<file path="src/rtl/bus_pkg.sv">
// bus_pkg: shared widths, FSM state type and request record for the serial-bus master port.
package bus_pkg;
  localparam int DEF_ADDR_W = 12;
  localparam int DEF_DATA_W = 8;
  typedef enum logic [2:0] {IDLE, ARB, TX_ADDR, TX_DATA, WAIT_ACK, RX_DATA, RESP} master_state_t;
  typedef struct packed {
    logic                  write;
    logic [DEF_ADDR_W-1:0] addr;
    logic [DEF_DATA_W-1:0] wdata;
  } bus_req_t;
endpackage

</file>
<file path="src/rtl/master_port_if.sv">
// master_port_if: parallel request/response, arbitration and serial link of the master port.
interface master_port_if #(
  parameter int ADDR_W = bus_pkg::DEF_ADDR_W,
  parameter int DATA_W = bus_pkg::DEF_DATA_W
);
  logic              req_valid, req_ready, req_write;
  logic [ADDR_W-1:0] req_addr;
  logic [DATA_W-1:0] req_wdata;
  logic              resp_valid, resp_err;
  logic [DATA_W-1:0] resp_rdata;
  logic              bus_req, bus_grant;
  logic              ser_out_valid, out_write, ser_addr, ser_wdata;
  logic              ser_in_valid, ser_rdata;
  modport master (
    input  req_valid, req_write, req_addr, req_wdata, bus_grant, ser_in_valid, ser_rdata,
    output req_ready, resp_valid, resp_rdata, resp_err, bus_req, ser_out_valid, out_write,
           ser_addr, ser_wdata
  );
  modport slave (
    output req_valid, req_write, req_addr, req_wdata, bus_grant, ser_in_valid, ser_rdata,
    input  req_ready, resp_valid, resp_rdata, resp_err, bus_req, ser_out_valid, out_write,
           ser_addr, ser_wdata
  );
endinterface

</file>
<file path="src/rtl/master_serdes.sv">
// master_serdes: address/data shift registers with a shared bit counter and phase-done flag.
module master_serdes import bus_pkg::*; #(
  parameter int ADDR_W = DEF_ADDR_W,
  parameter int DATA_W = DEF_DATA_W
) (
  input  logic              clk,
  input  logic              rst,
  input  logic              load,
  input  logic              clr,
  input  logic              shift,
  input  logic              sel,
  input  logic              bit_in,
  input  logic [ADDR_W-1:0] addr_in,
  input  logic [DATA_W-1:0] data_in,
  output logic              addr_bit,
  output logic              data_bit,
  output logic              done,
  output logic [DATA_W-1:0] data_out
);
  localparam int CW = $clog2((ADDR_W > DATA_W ? ADDR_W : DATA_W) + 1);
  logic [CW-1:0]     cnt_q, cnt_d;
  logic [ADDR_W-1:0] addr_q, addr_d;
  logic [DATA_W-1:0] data_q, data_d;
  // the data register shifts write bits out of bit 0 while read bits enter at the top
  always_comb begin
    cnt_d  = (load || clr) ? '0 : shift ? cnt_q + CW'(1) : cnt_q;
    addr_d = load ? addr_in : (shift && !sel) ? addr_q >> 1 : addr_q;
    data_d = load ? data_in : (shift && sel) ? {bit_in, data_q[DATA_W-1:1]} : data_q;
  end
  always_ff @(posedge clk) begin
    if (rst) begin
      cnt_q  <= '0;
      addr_q <= '0;
      data_q <= '0;
    end else begin
      cnt_q  <= cnt_d;
      addr_q <= addr_d;
      data_q <= data_d;
    end
  end
  assign done     = cnt_q == (sel ? CW'(DATA_W - 1) : CW'(ADDR_W - 1));
  assign addr_bit = addr_q[0];
  assign data_bit = data_q[0];
  assign data_out = data_q;
endmodule

</file>
<file path="src/rtl/master_port.sv">
// master_port: parallel master to serial bus initiator; MASTER_PORT_TIMEOUT_EN adds a slave timeout.
module master_port import bus_pkg::*; #(
  parameter int ADDR_W = DEF_ADDR_W,
  parameter int DATA_W = DEF_DATA_W
`ifdef MASTER_PORT_TIMEOUT_EN
  , parameter int TIMEOUT_CYCLES = 64
`endif
) (
  input logic          in_clk,
  input logic          reset,
  master_port_if.master bus
);
  master_state_t     state_q, state_d;
  logic              write_q, write_d, load, clr, shift, sel, addr_bit, data_bit, done, err, timeout;
  logic [DATA_W-1:0] data;
  master_serdes #(.ADDR_W(ADDR_W), .DATA_W(DATA_W)) u_serdes (
    .clk(in_clk), .rst(reset), .load, .clr, .shift, .sel, .bit_in(bus.ser_rdata),
    .addr_in(bus.req_addr), .data_in(bus.req_wdata), .addr_bit, .data_bit, .done, .data_out(data)
  );
`ifdef MASTER_PORT_TIMEOUT_EN
  localparam int TW = $clog2(TIMEOUT_CYCLES + 1);
  logic [TW-1:0] idle_q, idle_d;
  logic          err_q, err_d, waiting;
  always_comb begin
    waiting = state_q == WAIT_ACK || state_q == RX_DATA;
    idle_d  = (waiting && !bus.ser_in_valid) ? idle_q + TW'(1) : '0;
    timeout = waiting && !bus.ser_in_valid && idle_q == TW'(TIMEOUT_CYCLES - 1);
    err_d   = state_q == IDLE ? 1'b0 : timeout ? 1'b1 : err_q;
  end
  always_ff @(posedge in_clk) begin
    if (reset) begin
      idle_q <= '0;
      err_q  <= 1'b0;
    end else begin
      idle_q <= idle_d;
      err_q  <= err_d;
    end
  end
  assign err = err_q;
`else
  assign timeout = 1'b0;
  assign err     = 1'b0;
`endif
  always_comb begin
    state_d = state_q;
    write_d = write_q;
    load    = 1'b0;
    clr     = 1'b0;
    shift   = 1'b0;
    sel     = 1'b0;
    case (state_q)
      IDLE: if (bus.req_valid) begin
        load    = 1'b1;
        write_d = bus.req_write;
        state_d = ARB;
      end
      ARB: if (bus.bus_grant) begin
        clr     = 1'b1;
        state_d = TX_ADDR;
      end
      TX_ADDR: begin
        shift   = 1'b1;
        clr     = done;
        state_d = done ? (write_q ? TX_DATA : RX_DATA) : state_q;
      end
      TX_DATA: begin
        sel     = 1'b1;
        shift   = 1'b1;
        clr     = done;
        state_d = done ? WAIT_ACK : state_q;
      end
      WAIT_ACK: state_d = (bus.ser_in_valid || timeout) ? RESP : state_q;
      RX_DATA: begin
        sel     = 1'b1;
        shift   = bus.ser_in_valid;
        state_d = ((bus.ser_in_valid && done) || timeout) ? RESP : state_q;
      end
      default: state_d = IDLE;
    endcase
  end
  always_ff @(posedge in_clk) begin
    if (reset) begin
      state_q <= IDLE;
      write_q <= 1'b0;
    end else begin
      state_q <= state_d;
      write_q <= write_d;
    end
  end
  assign bus.req_ready     = state_q == IDLE;
  assign bus.bus_req       = state_q != IDLE;
  assign bus.ser_out_valid = state_q == TX_ADDR || state_q == TX_DATA;
  assign bus.out_write     = write_q && state_q != IDLE && state_q != ARB;
  assign bus.ser_addr      = state_q == TX_ADDR && addr_bit;
  assign bus.ser_wdata     = state_q == TX_DATA && data_bit;
  assign bus.resp_valid    = state_q == RESP;
  assign bus.resp_err      = state_q == RESP && err;
  assign bus.resp_rdata    = (state_q == RESP && !write_q && !err) ? data : '0;
endmodule

</file>
<file path="src/flat_wrapper.sv">
// flat-port wrapper written by rule: the top's interface ports become plain ports
module master_port_flat import bus_pkg::*;
#(
  parameter int ADDR_W = DEF_ADDR_W,
  parameter int DATA_W = DEF_DATA_W

)
  (in_clk, reset, bus_req_valid, bus_req_write, bus_req_addr, bus_req_wdata, bus_bus_grant, bus_ser_in_valid, bus_ser_rdata, bus_req_ready, bus_resp_valid, bus_resp_rdata, bus_resp_err, bus_bus_req, bus_ser_out_valid, bus_out_write, bus_ser_addr, bus_ser_wdata);
  master_port_if #(.ADDR_W(ADDR_W), .DATA_W(DATA_W)) bus_i ();
  input logic in_clk;
  input logic reset;
  input wire logic [$bits(bus_i.req_valid)-1:0] bus_req_valid;
  input wire logic [$bits(bus_i.req_write)-1:0] bus_req_write;
  input wire logic [$bits(bus_i.req_addr)-1:0] bus_req_addr;
  input wire logic [$bits(bus_i.req_wdata)-1:0] bus_req_wdata;
  input wire logic [$bits(bus_i.bus_grant)-1:0] bus_bus_grant;
  input wire logic [$bits(bus_i.ser_in_valid)-1:0] bus_ser_in_valid;
  input wire logic [$bits(bus_i.ser_rdata)-1:0] bus_ser_rdata;
  output wire logic [$bits(bus_i.req_ready)-1:0] bus_req_ready;
  output wire logic [$bits(bus_i.resp_valid)-1:0] bus_resp_valid;
  output wire logic [$bits(bus_i.resp_rdata)-1:0] bus_resp_rdata;
  output wire logic [$bits(bus_i.resp_err)-1:0] bus_resp_err;
  output wire logic [$bits(bus_i.bus_req)-1:0] bus_bus_req;
  output wire logic [$bits(bus_i.ser_out_valid)-1:0] bus_ser_out_valid;
  output wire logic [$bits(bus_i.out_write)-1:0] bus_out_write;
  output wire logic [$bits(bus_i.ser_addr)-1:0] bus_ser_addr;
  output wire logic [$bits(bus_i.ser_wdata)-1:0] bus_ser_wdata;
  assign bus_i.req_valid = bus_req_valid;
  assign bus_i.req_write = bus_req_write;
  assign bus_i.req_addr = bus_req_addr;
  assign bus_i.req_wdata = bus_req_wdata;
  assign bus_i.bus_grant = bus_bus_grant;
  assign bus_i.ser_in_valid = bus_ser_in_valid;
  assign bus_i.ser_rdata = bus_ser_rdata;
  assign bus_req_ready = bus_i.req_ready;
  assign bus_resp_valid = bus_i.resp_valid;
  assign bus_resp_rdata = bus_i.resp_rdata;
  assign bus_resp_err = bus_i.resp_err;
  assign bus_bus_req = bus_i.bus_req;
  assign bus_ser_out_valid = bus_i.ser_out_valid;
  assign bus_out_write = bus_i.out_write;
  assign bus_ser_addr = bus_i.ser_addr;
  assign bus_ser_wdata = bus_i.ser_wdata;
  master_port #(.ADDR_W(ADDR_W), .DATA_W(DATA_W)) u_core (.in_clk(in_clk), .reset(reset), .bus(bus_i));
endmodule
</file>
<file path="config.mk">
export PLATFORM = sky130hd
export DESIGN_NAME = master_port_flat
export DESIGN_NICKNAME = d
export VERILOG_FILES = /design/src/rtl/bus_pkg.sv /design/src/rtl/master_port_if.sv /design/src/rtl/master_serdes.sv /design/src/rtl/master_port.sv /design/src/flat_wrapper.sv
export SDC_FILE = /design/constraint.sdc
export NUM_CORES = 1
export LEC_CHECK = 0
export BUFFER_PORTS_ARGS = -buffer_cell sky130_fd_sc_hd__buf_2
export CORE_ASPECT_RATIO = 0.5
export CORE_MARGIN = 2
export CORE_UTILIZATION = 56
export DETAILED_ROUTE_END_ITERATION = 8
export PLACE_DENSITY = 0.94
export RECOVER_POWER = 100
export SLEW_MARGIN = 20
export SYNTH_ARGS = -nofsm -noshare
export SYNTH_HDL_FRONTEND = slang
export SYNTH_SLANG_ARGS = --single-unit
</file>
<file path="constraint.sdc">
create_clock -name in_clk -period 4.5 [get_ports in_clk]
set_clock_uncertainty 0.05 [all_clocks]
set_input_delay 0.45 -clock in_clk [delete_from_list [all_inputs] [get_ports in_clk]]
set_output_delay 0.45 -clock in_clk [all_outputs]
set_load 0.005 [all_outputs]
</file>
### Word-level counts from Yosys, hierarchy flattened

Index checks and enable logic that the tools add are counted.

* register bits: 28
* input port bits: 27
* output and inout port bits: 16
* logic and storage cells: 61

* add/subtract/negate cells: 1
* eq/ne operators: 14
* muxes and demuxes: 20
* reduce and logical (&&, ||, !) cells: 21

Operator list (number)
* $mux 12: 2
* $mux 8: 3
* $mux 3: 7
* $pmux 3 s6: 1
* $eq 3x3->1 const B: 3
* $logic_and 1x1->1: 8
* $eq 3x2->1 const B: 2
* $ne 2x1->1 const B: 3
* $ne 2x2->1 const B: 3
* $reduce_and 6->1: 1
* $reduce_or 2->1: 3
* $add 4x1->4 const B: 1
* $eq 4x4->1: 1
* $mux 1: 4
* $mux 4: 1
* $pmux 1 s2: 2
* $reduce_bool 2->1: 2
* $eq 3x1->1 const B: 1
* $logic_not 3->1: 1
* $ne 3x1->1 const B: 1
* $reduce_bool 3->1: 1
* $logic_not 1->1: 2
* $logic_or 1x1->1: 2
* $reduce_and 2->1: 1

### Longest topological paths before layout

Gate-level depths: netlist (run 1).

* depth in word-level cells: 8
* mapped depth: 6
* depth with buffers taken out: 5

### Hierarchy

Synthesis (run 1) repeated with hierarchy kept, for this count alone.

* cell total of the unflattened synthesis: 191
* area total of the unflattened synthesis: 1741.7 um^2

Modules (own cells, without submodules)
* master_serdes: times used 1, cells an instance 134, area each 1287.5 um^2, seq. area each 480.5 um^2
* master_port: times used 1, cells an instance 57, area each 454.2 um^2, seq. area each 80.1 um^2

### Worst setup path after synthesis (run 1)

Ideal clock, no wire load.

* path type: flip-flop to output port
* start point: register u_core.state_q[1]
* end point: output port bus_ser_addr
* data arrival time: 1195 ps
* required time: 4000 ps
* setup slack: 2805 ps
* stages on the path, launching flop included: 5
* path buffers: 2
* cell sequence: dfxtp_1 > buf_4 > nor3b_2 > buf_2 > and2_1

* longest elaborated chain between the ends: 2

Ends and longest elaborated chain
* start: declaration: line master_port.sv:13 `master_state_t state_q, state_d;`
* start signal: assignment: line master_port.sv:86 `state_q <= state_d;`
* $eq 3x2->1: line master_port.sv:94 `assign bus.ser_addr = state_q == TX_ADDR && addr_bit;`
* $logic_and 1x1->1: line master_port.sv:94
* end: declaration: line flat_wrapper.sv:26 `output wire logic [$bits(bus_i.ser_addr)-1:0] bus_ser_addr;`

Every way passes these cells.

### Worst setup path in the final report (run 1)

* start point: register u_core.state_q[0]
* end point: output port bus_ser_addr

The elaborated chain is that of the path after synthesis.

==> impl_results.md, run 1 <==
- Hold Path Class: primary input to register
- Worst-Margin Slew: approximately 1.5 ns
- Dpl hpwl: 2480 um
- Post-CTS Hold Buffers: 0
- CTS tree: yes
- Starting density of the core: 0.600
- Final GP Congestion: 0.772
- Fill cell count: roughly 210
- Die width: about 79 um
- Hold EP: u_core.write_q
- Vias: approximately 1500
- VDD IR max: 0.217 mV
- Max FO, Critical Path: 29
- Fmax achieved: around 0.33 GHz
- RR Endpoint: u_core.u_serdes.addr_q[3]
- Die H: 41.6 um
- Max-cap violation count: 0
- Clock sinks: 28
- Worst skew pair latency: approximately 0.28 ns
- Synthesized instance count: around 180
- Seq/Total Area, Yosys: 0.354
- PnR worst setup slack: approximately 1.5 ns
- Startpoint Class: register
- Gr ovfl total: 0
- Period Utilization, post-route: 0.676
- Avg Cell Area, Syn: just under 9 um2
- DIE AREA: 3290 um2
- Post-synthesis cell area: roughly 1600 um2
- Hold Path Depth: 3
- Post-CTS Setup Bufs: 0
- Largest net degree at the start of global routing: 30
- TritonRoute pass-1 iters: 5
- PD cells: between 400 and 500 nW/um2
- Clock root buffer: clkbuf_8
- Relative slew slack: 0.0153
- Synth cell types: 50
- All-Layer GR Usage: 0.229
- First-pass GRT wire length: 5990 um
- WS Path Type: register to output pin
- Post-cts repair resize count: 0
- Unrepaired setup endpoints after global routing: false
- Post-Syn Nets: ~210
- Placed inst area: 1750 um2
- Worst Hold Slack: about 0.36 ns
- Yosys warnings: 0
- Hold Path Origin: bus_req_write
- TNS Setup: 0 ns
- Hold Vio Cnt, Final: 0
- Reg2reg path depth: 4
- I/O pins: 43
- Core Footprint: ~2600 um2
- Drt drc: 0
- Cell area after layout: between 1500 and 2000 um2
- Status: complete, no violations
- Arrival @ worst endpoint: 2.54 ns
- Seq cells post-synth: 28
- Pins over their slew limit: 0
- Layout cell share with drive strength beyond 1: 0.234
- FFs w/ async S/R, synth: 0
- Post-route ant nets: 0
- Worst endpoint required time: ~4 ns
- Worst reg2reg setup slack: around 1.6 ns
- Vias per inst: slightly below 6
- CTS Buf Count: 3
- Iter 0 DRT Violations: approximately 120
- Setup WS pre-CTS: between 2 and 2.5 ns
- I/O Buffers: 41
- H-Tree Depth: 1
- Fin crit period: ~3.0 ns
- Number of nets in the layout: between 200 and 250
- Static leakage: between 0.0007 and 0.0008 uW
- # setup viols final: 0
- Placement Rows: 13
- Clk buf depth: 2
- Primary FF master, synth: dfxtp_1
- Detailed Route WL: approximately 3700 um
- Number of global-route vias before repair: ~1400
- Crit end category: output pin
- Ant. Diodes: 0
- Number of flops mapped to enable cells by yosys: 0
- Reg-to-reg startpoint: u_core.state_q[0]
- Drt wl/cell: ~15 um
- Clock slew at reported path FFs: around 0.10 ns
- Area Growth Syn to Fin: 11.9%
- Initial antenna violation count: 0
-- metrics by stage --
step	util	power, uW	instances
2_1_floorplan	-	547	177
3_3_place_gp	0.666	581	242
3_5_place_dp	0.666	594	242
4_1_cts	0.693	792	246
5_1_grt	0.672	815	246
6_report	0.672	771	246
-- placed cells by master (no fill, tap or decap), types with 2 or more instances in the layout --
cell type  instances
a21o_1             2
inv_1              4
xnor2_1            3
dfxtp_1           28
buf_2             38
nor2b_1            2
clkbuf_2           2
a32o_1             2
nand2_1           21
a22oi_1           10
nand2b_1           2
nor3_1             5
nor3b_1            2
nand3_1            2
clkbuf_8           3
nor2_1             7
a21oi_1           22
a221oi_1           7
mux2i_1            9
and2_0             9
-- worst max-delay path, cell delays in order (launching register included) --
cell and delay, ns:
dfxtp_1 0.62, nor3b_1 1.29, and2_0 0.23, buf_2 0.11
-- routing by layer --
layer  share of wire  vias up  wire length [um]  GRT usage
met3           0.057        6               213     0.0565
li1                -      707                 -          -
met2            0.50       55              1860      0.397
met5               0        -                 0          0
met1            0.43      693              1600      0.279
met4           0.012        0                46     0.0828
-- layout make-up --
class                   count  area (um2)  area share
flip-flops and latches     28         561       0.317
well taps                  37        46.3      0.0261
inverters                   4        15.0     0.00848
multi-input cells         131         866       0.489
clock inverters             1        30.0      0.0170
clock buffers               3        41.3      0.0233
repair buffers             42         211       0.119
-- flip-flops by register name, summed over array words and instances, names as in the netlist --
name	cells
u_core.u_serdes.cnt_q	4
u_core.write_q	1
u_core.u_serdes.data_out	8
u_core.state_q	3
u_core.u_serdes.addr_q	12
-- synth_stat cells, drive strengths merged (2+ instances only) --
library cell | instances | area, um2
a22oi | 10 | 75.1
buf | 10 | 71.3
nor3 | 5 | 25.0
clkbuf | 4 | 15.0
nor2b | 2 | 12.5
a21oi | 22 | 110
a21o | 2 | 15.0
nor2 | 7 | 28.8
inv | 4 | 15.0
nor3b | 2 | 20.0
dfxtp | 28 | 561
mux2i | 9 | 90.1
nand2 | 21 | 81.3
and2 | 10 | 62.6
a32o | 2 | 20.0
a221oi | 8 | 120
nand2b | 2 | 12.5
xnor2 | 3 | 26.3
nand3 | 2 | 10.0
-- how the worst max path moves through the flow --
stage          slack, ns                          end               from
6_report            1.46                 bus_ser_addr  u_core.state_q[0]
5_1_grt             1.22                 bus_ser_addr  u_core.state_q[0]
4_1_cts             1.99                 bus_ser_addr  u_core.state_q[0]
3_5_place_dp        2.23  u_core.u_serdes.data_out[1]  u_core.state_q[0]
3_3_place_gp        2.34                 bus_ser_addr  u_core.state_q[0]
2_1_floorplan       2.80                 bus_ser_addr  u_core.state_q[1]
-- where the power goes --
group	internal [uW]	switching (uW)	total, uW
combinational	100	129	230
sequential	289	52.6	342
clock	119	79.8	199
total	509	262	771
-- cell families after synthesis --
group           count (synthesis)  share of synthesized area
other cells                     1                    0.00237
compound gates                 54                      0.267
mux                            10                     0.0641
simple gates                   61                      0.218
buf+inv                        18                     0.0641
xor+xnor                        4                     0.0222
flops                          28                      0.354
fa+ha+maj                       1                    0.00791
No activity file was read; power rests on OpenSTA's default activity.
==> inputs of run 2 (changes only) <==
Settings changed: CORE_UTILIZATION 56 to 52, PLACE_DENSITY 0.94 to 0.89.
Clock period 4.5 ns to 2.95 ns, I/O delays scaled along.
==> run 2 against run 1 <==
Effect of this change: sequential cell count is the same; global-route usage decreased by 0.67 points; sequential power is 46% higher; total power grew 56%; cell area up 1.9%; setup slack got worse by 0.95 ns; non-clock buffer count increased by 2; critical path type is now register to register; critical endpoint is now u_core.u_serdes.addr_q[9]; largest cell class unchanged; highest routed layer unchanged.
==> impl_results.md, run 2 (synthesis results as in run 1) <==
- Max-cap violation count: 0
- Hold Path Origin: bus_req_addr[11]
- Layout cell share with drive strength beyond 1: 0.265
- Leading cell type in the layout, fill and taps excluded: buf_2
- Startpoint Class: register
- Area Growth Syn to Fin: 14.1%
- Post-CTS Setup Bufs: 0
- Detailed Route WL: ~3700 um
- Gr ovfl total: 0
- Drt drc: 0
- Internal power: between 700 and 800 uW
- Die H: approximately 43 um
- Worst-Margin Slew: around 1.2 ns
- First-pass GRT wire length: ~6000 um
- Core Footprint: just under 3000 um2
- Dpl hpwl: 2650 um
- Starting density of the core: 0.537
- WS Path Type: register to register
- Worst skew pair latency: approximately 0.28 ns
- Clock sinks: 28
- Max FO, Critical Path: 14
- Die width: about 80 um
- VDD IR max: about 0.25 mV
- Post-cts repair resize count: 0
- Sw Share: 0.347
- TritonRoute pass-1 iters: 4
- Ant. Diodes: 0
- Placement Rows: 14
- Reg2reg path depth: 5
- Clk buf depth: 2
- Met1 WL: roughly 1500 um
- Worst reg2reg setup slack: ~0.51 ns
- Routed wl met3: roughly 190 um
- Clock root buffer: clkbuf_8
- Largest net degree at the start of global routing: 29
- Fin crit period: around 2.4 ns
- RR Endpoint: u_core.u_serdes.addr_q[9]
- Pins over their slew limit: 0
- Hold Path Depth: 3
- Relative slew slack: 0.199
- Iter 0 DRT Violations: 110
- Comb pwr share: 0.329
- Drt wl/cell: between 10 and 15 um
- CTS Buf Count: 3
- Vias per inst: a little under 6
- Max FFs per register: 12
- Initial antenna violation count: 0
- TNS Setup: 0 ns
- Post-route ant nets: 0
- Final GP Congestion: about 0.9
- Number of global-route vias before repair: roughly 1300
- I/O Buffers: between 40 and 50
- Status: complete, no violations
- Power share of the sequential group: 0.415
- Vias: 1471
- Slowest Stage Delay on Critical Path: 1.05 ns
- Sw Pwr: 419 uW
- Pwr Total: between 1000 and 1500 uW
- Period Utilization, post-route: 0.827
- CTS tree: yes
- Non-Filler Instances: about 250
- CP bufs+invs: 1
- Fill cell count: 255
- Most flop-heavy register: u_core.u_serdes.addr_q
- DIE AREA: between 3000 and 4000 um2
- CP max stage cell: nor4b_2
- Routed wl met2: roughly 1900 um
- Unrepaired setup endpoints after global routing: false
- Clock Power Share: 0.256
- Worst endpoint required time: 3.05 ns
- H-Tree Depth: 1
- Crit end category: register
- Fmax achieved: slightly above 0.4 GHz
- PD cells: approximately 670 nW/um2
- Reg-to-reg startpoint: u_core.state_q[2]
- Hold Vio Cnt, Final: 0
- Top routing layer used: met4
- CP delay by family, top: simple AND/OR/NAND/NOR gates
- I/O pins: 43
- Hold EP: u_core.u_serdes.addr_q[11]
- Hold Path Class: primary input to register
- Placed Cells: 247
- Arrival @ worst endpoint: between 2 and 3 ns
- All-Layer GR Usage: 0.222
- CP cell instances: nor4b_2 > buf_4 > nor2_1 > nand2_1 > a21oi_1
- Number of nets in the layout: 240
- Clock slew at reported path FFs: around 0.1 ns
- # setup viols final: 0
- Static leakage: between 0.0007 and 0.0008 uW
- Most frequent cells in the layout: buf_2, dfxtp_1, a21oi_1, nand2_1, a22oi_1
- Post-CTS Hold Buffers: 0
run 2: changes by cell type in the layout (fill, tap and decap cells not counted), moves of 2 or more:
cell      delta
and2_0       -2
a221oi_2     +4
and2_1       +2
a221oi_1     -4
run 2: metrics by stage:
stage / worst slack [ns] / utilization / instance area, um2 / hold slack [ns]
after detailed placement: 0.993 / 0.602 / 1770 / 0.401
final: 0.509 / 0.613 / 1800 / 0.191
after CTS: 0.726 / 0.627 / 1840 / 0.193
after global placement: 1.05 / 0.602 / 1770 / 0.392
after global routing: 0.362 / 0.613 / 1800 / 0.197
after floorplan: 1.41 / - / 1580 / 0.381
run 2: power by group through the flow:
stage	Combinational, uW	Clock, uW	Sequential, uW
after floorplan	355	0	479
after global placement	395	0	503
after detailed placement	413	0	506
after CTS	417	312	500
after global routing	442	326	506
final	397	308	500
run 2: cell type report:
type                    instances  area, um2  area share
multi-input cells             131        885       0.490
clock inverters                 1       30.0      0.0166
inverters                       4       15.0     0.00832
flip-flops and latches         28        561       0.311
clock buffers                   3       41.3      0.0229
repair buffers                 44        223       0.123
well taps                      40       50.0      0.0277
run 2: metal layers:
layer / vias to the layer above / GRT usage
li1: 713 / -
met1: 701 / 0.258
met2: 47 / 0.398
met3: 10 / 0.0468
met4: 0 / 0.0900
met5: - / 0
run 2: worst max-delay path by stage:
stage | from | end | slack (ns) | cells past startpoint
after global placement | u_core.state_q[2] | bus_resp_rdata[6] | 1.05 | 4
after floorplan | u_core.u_serdes.cnt_q[0] | u_core.state_q[0] | 1.41 | 5
final | u_core.state_q[2] | u_core.u_serdes.addr_q[9] | 0.51 | 5
after CTS | u_core.state_q[2] | bus_resp_rdata[4] | 0.73 | 4
after detailed placement | u_core.state_q[2] | u_core.u_serdes.data_out[3] | 0.99 | 4
after global routing | u_core.state_q[2] | u_core.u_serdes.addr_q[9] | 0.36 | 5
run 2: worst reg2reg max path: stages, from the launching register on:
cell and delay, ns:
dfxtp_1 0.45, nor4b_2 1.05, buf_4 0.35, nor2_1 0.17, nand2_1 0.15, a21oi_1 0.08
==> inputs of run 3 (changes only) <==
Settings changed: CORE_UTILIZATION 52 to 47, PLACE_DENSITY 0.89 to 0.86.
Clock period 2.95 ns to 2.2 ns, I/O delays scaled along.
==> run 3 against run 2 <==
Effect of this change: global-route usage decreased by 2.4 points; utilization shrank 2.7 points; via count is 2.0% lower; clock-buffer cell count did not move; critical path type is now register to output pin; critical endpoint is now bus_ser_wdata; sequential cell count did not move.
==> impl_results.md, run 3 (synthesis results as in run 1) <==
- DIE AREA: just under 4000 um2
- Most frequent cells in the layout: buf_2, dfxtp_1, a21oi_1, nand2_1, a22oi_1
- First-pass GRT wire length: roughly 6000 um
- Final GP Congestion: ~0.8
- Fmax achieved: around 0.49 GHz
- Static leakage: between 0.0007 and 0.0008 uW
- Iter 0 DRT Violations: between 70 and 80
- Number of nets in the layout: 243
- Worst skew pair latency: approximately 0.28 ns
- Gr ovfl total: 0
- WS Path Type: register to output pin
- Setup WS pre-CTS: around 0.38 ns
- Die width: 86.0 um
- Max FO, Critical Path: 15
- Clock sinks: 28
- Post-CTS Hold Buffers: 0
- Clock root buffer: clkbuf_8
- CTS Buf Count: 3
- CP max stage cell: dfxtp_1
- Placement Rows: 14
- Clk buf depth: 2
- Hold Path Class: primary input to register
- Vias per inst: around 5.7
- VDD IR max: ~0.33 mV
- # setup viols final: 0
- Layout cell share with drive strength beyond 1: 0.266
- TritonRoute pass-1 iters: 5
- Post-cts repair resize count: 0
- Dpl hpwl: between 2000 and 3000 um
- Pins over their slew limit: 0
- H-Tree Depth: 1
- Fin crit period: roughly 2.0 ns
- Drt wl/cell: 14.2 um
- TNS Setup: 0 ns
- Worst Hold Slack: ~0.11 ns
- Die H: 45.0 um
- Placed Cells: 250
- Crit end category: output pin
- Non-Filler Instances: between 200 and 300
- Ant. Diodes: 0
- Hold Vio Cnt, Final: 0
- Post-CTS Setup Bufs: 0
- Max FFs per register: 12
- Leading cell type in the layout, fill and taps excluded: buf_2
- Pwr Total: ~1600 uW
- Initial antenna violation count: 0
- Most flop-heavy register: u_core.u_serdes.addr_q
- Relative slew slack: 0.641
- Starting density of the core: 0.510
- PD cells: 881 nW/um2
- Core Footprint: 3100 um2
- CP delay by family, top: flip-flops
- Vias: roughly 1400
- I/O Buffers: 41
- Worst endpoint required time: around 1.9 ns
- Max-cap violation count: 0
- Post-route ant nets: 0
- Clock slew at reported path FFs: 0.10 ns
- Status: complete, no violations
- Drt drc: 0
- CTS tree: yes
- Startpoint Class: register
- Arrival @ worst endpoint: ~1.8 ns
- Worst-Margin Slew: 0.539 ns
- CP bufs+invs: 2
- Detailed Route WL: 3600 um
- All-Layer GR Usage: 0.199
- Slowest Stage Delay on Critical Path: approximately 0.61 ns
- Number of global-route vias before repair: about 1400
- CP cell instances: or2b_1 > inv_2 > and3_1 > clkbuf_1
- Unrepaired setup endpoints after global routing: false
- Largest net degree at the start of global routing: 26
- PnR worst setup slack: between 0.15 and 0.2 ns
- Area Growth Syn to Fin: 15.0%
- Fill cell count: around 290
- Period Utilization, post-route: 0.931
- I/O pins: 43
[run 3: changes by cell type in the layout (fill, tap and decap cells not counted), sizes merged]
cell	previous run	this run
clkbuf	7	10
[run 3: worst register-to-register path, stage by stage (launching register included)]
cell	delay, ns
dfxtp_1	0.36
buf_4	0.19
nor4b_4	0.24
clkbuf_2	0.49
mux2i_1	0.21
a221oi_2	0.31
[run 3: final timing paths]
check | start | endpoint | slack (ns) | cells past startpoint
hold reg to reg | u_core.u_serdes.addr_q[7] | u_core.u_serdes.addr_q[7] | 0.41 | 2
hold / removal | bus_req_addr[11] | u_core.u_serdes.addr_q[11] | 0.11 | 3
setup reg to reg | u_core.state_q[2] | u_core.u_serdes.data_out[3] | 0.28 | 5
setup / recovery | u_core.state_q[1] | bus_ser_wdata | 0.15 | 4
[run 3: metal layers]
layer | routed length, um | vias to the layer above | track usage
met4 | 8 | 0 | 0.0571
met3 | 179 | 2 | 0.0585
met5 | 0 | - | 0
met1 | 1630 | 680 | 0.229
met2 | 1790 | 37 | 0.367
li1 | - | 722 | -
[run 3: final cells by class]
type                            count  area, um2  area share
Timing Repair Buffer               47        238       0.131
Multi-Input combinational cell    131        883       0.486
Clock inverter                      1       30.0      0.0165
Inverter                            4       15.0     0.00826
Tap cell                           40       50.0      0.0275
Sequential cell                    28        561       0.308
Clock buffer                        3       41.3      0.0227
[run 3: power by group]
| part | leakage, uW | total, uW | switching [uW] | internal, uW |
|---|---|---|---|---|
| sequential | 0.000230 | 667 | 75.4 | 592 |
| combinational | 0.000494 | 521 | 304 | 217 |
| clock | 0.0000357 | 413 | 169 | 244 |
| total | 0.000760 | 1600 | 548 | 1050 |
[run 3: through the flow]
stage	util	area, um2
2_1_floorplan	-	1580
3_3_place_gp	0.579	1800
3_5_place_dp	0.579	1800
4_1_cts	0.602	1870
5_1_grt	0.586	1820
6_report	0.586	1820
